<file path="config.mk">
export PLATFORM = sky130hd
export DESIGN_NAME = multi_digit_rate_counter
export DESIGN_NICKNAME = d
export VERILOG_FILES = /design/src/rtl/multi_digit_rate_counter.sv
export SDC_FILE = /design/constraint.sdc
export NUM_CORES = 1
export LEC_CHECK = 0
export BUFFER_PORTS_ARGS = -buffer_cell sky130_fd_sc_hd__buf_4
export CORE_MARGIN = 5
export CORE_UTILIZATION = 40
export DETAILED_ROUTE_END_ITERATION = 12
export PLACE_DENSITY = 0.71
export SLEW_MARGIN = 30
export SYNTH_ARGS = -nofsm -noshare
export SYNTH_HDL_FRONTEND = slang
export SYNTH_SLANG_ARGS = --single-unit
</file>
<file path="constraint.sdc">
create_clock -name clk -period 4.5 [get_ports clk]
set_input_delay 0.9 -clock clk [delete_from_list [all_inputs] [get_ports clk]]
set_output_delay 0.9 -clock clk [all_outputs]
set_load 0.03 [all_outputs]
</file>
<file path="src/rtl/multi_digit_rate_counter.sv">
// Prescaled multi-digit up/down counter in a configurable radix with seven-segment outputs.
// Define COUNT_DOWN_EN to honour the up port; otherwise the block always counts up.
module multi_digit_rate_counter #(
   parameter int unsigned DIGITS   = 4,
   parameter int unsigned RADIX    = 10,
   parameter int unsigned PERIOD_W = 28
) (
   input  logic                  clk,
   input  logic                  reset,
   input  logic                  enable,
   input  logic [PERIOD_W-1:0]   period,
   input  logic                  up,
   input  logic                  load,
   input  logic [4*DIGITS-1:0]   load_value,
   output logic [4*DIGITS-1:0]   count,
   output logic                  tick,
   output logic                  wrap,
   output logic [7*DIGITS-1:0]   seg
);

   localparam logic [3:0] DMAX = 4'(RADIX - 1);

   logic [PERIOD_W-1:0] div_q;
   logic [4*DIGITS-1:0] count_q;
   logic                tick_q;
   logic                wrap_q;
   logic [4*DIGITS-1:0] count_up;
   logic [4*DIGITS-1:0] count_step;
   logic [4*DIGITS-1:0] load_clamped;
   logic                all_max;
   logic                step_wraps;

   // Carry ripples only through digits sitting at RADIX-1.
   always_comb begin : inc_chain
      logic carry;
      count_up = count_q;
      carry    = 1'b1;
      for (int i = 0; i < int'(DIGITS); i++) begin
         if (carry) begin
            count_up[4*i +: 4] = (count_q[4*i +: 4] == DMAX) ? 4'd0 : count_q[4*i +: 4] + 4'd1;
         end
         carry = carry && (count_q[4*i +: 4] == DMAX);
      end
      all_max = carry;
   end

`ifdef COUNT_DOWN_EN
   logic [4*DIGITS-1:0] count_dn;
   logic                all_zero;

   always_comb begin : dec_chain
      logic borrow;
      count_dn = count_q;
      borrow   = 1'b1;
      for (int i = 0; i < int'(DIGITS); i++) begin
         if (borrow) begin
            count_dn[4*i +: 4] = (count_q[4*i +: 4] == 4'd0) ? DMAX : count_q[4*i +: 4] - 4'd1;
         end
         borrow = borrow && (count_q[4*i +: 4] == 4'd0);
      end
      all_zero = borrow;
   end

   assign count_step = up ? count_up : count_dn;
   assign step_wraps = up ? all_max : all_zero;
`else
   logic unused_up;
   assign unused_up  = up;
   assign count_step = count_up;
   assign step_wraps = all_max;
`endif

   // 5-bit compare keeps RADIX=16 from becoming a constant-false 4-bit test.
   always_comb begin
      load_clamped = load_value;
      for (int i = 0; i < int'(DIGITS); i++) begin
         if ({1'b0, load_value[4*i +: 4]} > 5'(RADIX - 1)) begin
            load_clamped[4*i +: 4] = DMAX;
         end
      end
   end

   always_ff @(posedge clk) begin
      if (reset) begin
         div_q   <= period;
         count_q <= '0;
         tick_q  <= 1'b0;
         wrap_q  <= 1'b0;
      end else if (load) begin
         div_q   <= period;
         count_q <= load_clamped;
         tick_q  <= 1'b0;
         wrap_q  <= 1'b0;
      end else if (enable) begin
         if (div_q == '0) begin
            div_q   <= period;
            count_q <= count_step;
            tick_q  <= 1'b1;
            wrap_q  <= step_wraps;
         end else begin
            div_q  <= div_q - 1'b1;
            tick_q <= 1'b0;
            wrap_q <= 1'b0;
         end
      end else begin
         tick_q <= 1'b0;
         wrap_q <= 1'b0;
      end
   end

   function automatic logic [6:0] seg_of(input logic [3:0] d);
      logic [6:0] s;
      case (d)
         4'h0:    s = 7'b0000001;
         4'h1:    s = 7'b1001111;
         4'h2:    s = 7'b0010010;
         4'h3:    s = 7'b0000110;
         4'h4:    s = 7'b1001100;
         4'h5:    s = 7'b0100100;
         4'h6:    s = 7'b0100000;
         4'h7:    s = 7'b0001111;
         4'h8:    s = 7'b0000000;
         4'h9:    s = 7'b0000100;
         4'hA:    s = 7'b0001000;
         4'hB:    s = 7'b1100000;
         4'hC:    s = 7'b0110001;
         4'hD:    s = 7'b1000010;
         4'hE:    s = 7'b0110000;
         default: s = 7'b0111000;
      endcase
      return s;
   endfunction

   for (genvar g = 0; g < int'(DIGITS); g++) begin : gen_seg
      assign seg[7*g +: 7] = seg_of(count_q[4*g +: 4]);
   end

   assign count = count_q;
   assign tick  = tick_q;
   assign wrap  = wrap_q;

endmodule

</file>
==> flow_summary.ini <==
[yosys]
async_reset_ff_share_pct = 0
synth.area.top_cells = dfxtp_1, edfxtp_1, ha_1, xnor2_1, nand2_1
yosys.area.top_type_share_pct = 20.0
syn-num-nets = 580
syn_inst = 505
netlist_top_cells_count = nand2_1, dfxtp_1, o21ai_0, inv_1, nor2_1
dominantRegCellSynth = dfxtp_1
synth.most_common_cell = nand2_1
avgSynthCellArea_sq_um = 9.13
ys_warn_count = 0
synth_edf_count = 28
synth_area_sq_um = 4610
synth_seq_cells = 74
yosysTopAreaCell = dfxtp_1
synth_cell_type_count = 75
seq_area_frac_synth_pct = 38.2

[route]
wl_per_cell_um = 15.4
top_layer = met4
firstDrtPassIters = 5
vias = 4048
drtIter0Drc = 291
met2_length_mm = 5.60
drc = 0
wl_met3_um = 653
routed_wl_mm = 11.4
ant_nets = 0
via_per_inst = 5.45
wl_met1_mm = 4.91

[worst_hold_path]
hold_depth = 2
min_from = count[12]
min_to = wrap
min_path_type = reg2reg

[finish]
register_area_sq_um = 1760
final_cells = 743
drive_above_1_share_pct = 24.5
multi_input_area_sq_um = 2610
antennaDiodeCount = 0
nets = 670
area_delta_synth_final_pct = 24.6
fillers = 1065

[placement]
dp_hpwl_mm = 8.52
globalplace.congestion = 0.894
portBuffers = 93
numPlacedInstances = 727
dp_slack_ps = 876

[floorplan]
coreArea_sq_um = 11400
fp.dieW_um = 117
floorplan.initialDensity_pct = 40.6
ios = 95
die_y_um = 117
num_rows = 39
die-area_sq_um = 13800

[pwr]
combPwrFrac_pct = 20.7
pwr-share-seq_pct = 41.5
p_int_w = 0.00140
p_leak_nw = 2.41
p_switching_w = 0.000585
sw_frac_of_total_pct = 29.4
ir_worst_vdd_mv = 0.198
powerDensity_nw_per_um2 = 346
p_clk_share_pct = 37.8

[setup_path]
r2r-end = seg[1]
cp_data_required_time_ps = 4690
path_max_fanout = 11
crit_path_frequent_cell = inv_1
end_kind = flop
worst-path-buf-inv = 4
crit_path_cell_trace = inv_1 > ha_1 > or3b_2 > nor4_4 > buf_4 > nand3_1 > or4_1 > a41oi_2 > inv_1 > ha_1 > inv_1 > nor2_1 > a21oi_1 > o22ai_1
crit_type = reg2reg
r2r_start = div_q[0]
cpPeakStageDelay_ps = 560
crit_family = simple AND/OR/NAND/NOR gates
crit_path_start_kind = flop
reg2reg_depth = 14
critPathSlowestCell = or4_1
cp.arrival_ps = 3840
reg2reg_setup_slack_ps = 850

[clock_tree]
ctsResizeCount = 0
post_cts_buffers = 0
cts_made_buffers = 9
cts_buffer_depth = 2
cts-root-buf = clkbuf_16
clock-sinks = 74
htreeDepth = 3
cts_hold_buffers = 0
cts_tree = yes
clkSlewWorstSetupHoldPaths_ps = 60
clk_latency_ps = 340

[timing]
finalHoldViolCount = 0
relSlewSlack_pct = 56.4
rsz0062_at_grt = false
fin_crit_sh_pct = 81.2
worstMarginPinSlew_ps = 646
fin_crit_ps = 3650
fin_tns_setup_ps = 0
drv_slew = 0
maxClockFrequency_ghz = 0.274
fin_ws_ps = 848
setup_violations = 0
fin_skew_ps = 6.86

[global_routing]
antenna_found_initial = 0
grtUsageTotal_pct = 16.7
grt_max_degree = 57
grt_pass1_wl_mm = 19.4
grt-ovfl-total = 0
grt_pass1_vias = 4056

[job]
drv_cap = 0

[run_status]
outcome = finished clean
==> tightest hold or removal path, delay by kind of cell (launching register included) <==
kind	cells	cell delay, ps
flops	1	350
simple gates	2	150
==> area by class of cell <==
cell class                      instances  share of cell area [%]
Clock inverter                          6                    1.07
Sequential cell                        74                    30.6
Clock buffer                           10                    4.35
Timing Repair Buffer                   99                    12.9
Tap cell                              143                    3.11
Inverter                               38                    2.53
Multi-Input combinational cell        373                    45.4
==> power by group through the flow <==
stage	clock (W)	combinational (W)	sequential, W
after global routing	0.000798	0.000452	0.000833
final	0.000751	0.000412	0.000824
after CTS	0.000765	0.000415	0.000823
after floorplan	0	0.000198	0.000902
after global placement	0	0.000403	0.000835
after detailed placement	0	0.000412	0.000837
==> stage by stage <==
step,total power [W],instance area (sq um),utilization (%),hold slack (ps)
final,0.00199,5750,50.6,542
after detailed placement,0.00125,5440,47.8,544
after global placement,0.00124,5440,47.8,542
after floorplan,0.00110,4610,-,604
after CTS,0.00200,5750,50.6,546
after global routing,0.00208,5750,50.6,574
==> metal layers <==
| layer | vias up | global-route usage (%) |
|---|---|---|
| met5 | - | 0 |
| met4 | 0 | 6.53 |
| met3 | 21 | 4.38 |
| met2 | 110 | 27.5 |
| met1 | 1906 | 20.9 |
| li1 | 2011 | - |
==> worst max path at each step <==
stage | startpoint | to | slack, ps | cells past startpoint
2_1_floorplan | enable | seg[19] | 1000 | 11
3_3_place_gp | div_q[0] | seg[6] | 900 | 12
3_5_place_dp | div_q[0] | seg[6] | 880 | 12
4_1_cts | div_q[0] | seg[6] | 850 | 12
5_1_grt | div_q[0] | seg[3] | 650 | 13
6_report | div_q[0] | seg[1] | 850 | 14
==> cell usage in the layout, fill, tap and decap left out, types with 5 or more instances in the layout <==
master     Yosys  layout
buf_4          1      99
nand2_1       51      51
dfxtp_1       46      46
o21ai_0       36      36
inv_1         35      35
nor2_1        34      34
edfxtp_1      28      28
ha_1          26      26
xnor2_1       25      25
mux2i_1       17      17
a21oi_1       16      16
nand3_1       14      14
o22ai_1       13      13
nor3_1        10      10
nor4_1        10      10
clkbuf_16      0      10
nand4_1        8       8
or3_1          8       7
nand2b_1       6       6
or4_1          5       5
a211oi_1       5       5
o31ai_1        5       5
xor2_1         5       5
==> sequential cells by signal (all words and copies together), names as in the netlist <==
name / flops
wrap: 1
tick: 1
div_q: 28
seg: 28
count: 16
==> cells by family (layout without fill, tap and decap cells) <==
logic type | after synthesis | after routing | synth area share (%)
fa+ha+maj | 26 | 26 | 7.05
simple gates | 189 | 189 | 23.4
compound gates | 109 | 109 | 16.1
xor+xnor | 30 | 30 | 5.70
buf+inv | 58 | 153 | 5.29
flops | 74 | 74 | 38.2
mux | 19 | 19 | 4.26
Note: power is estimated with default switching activity, not from simulation.
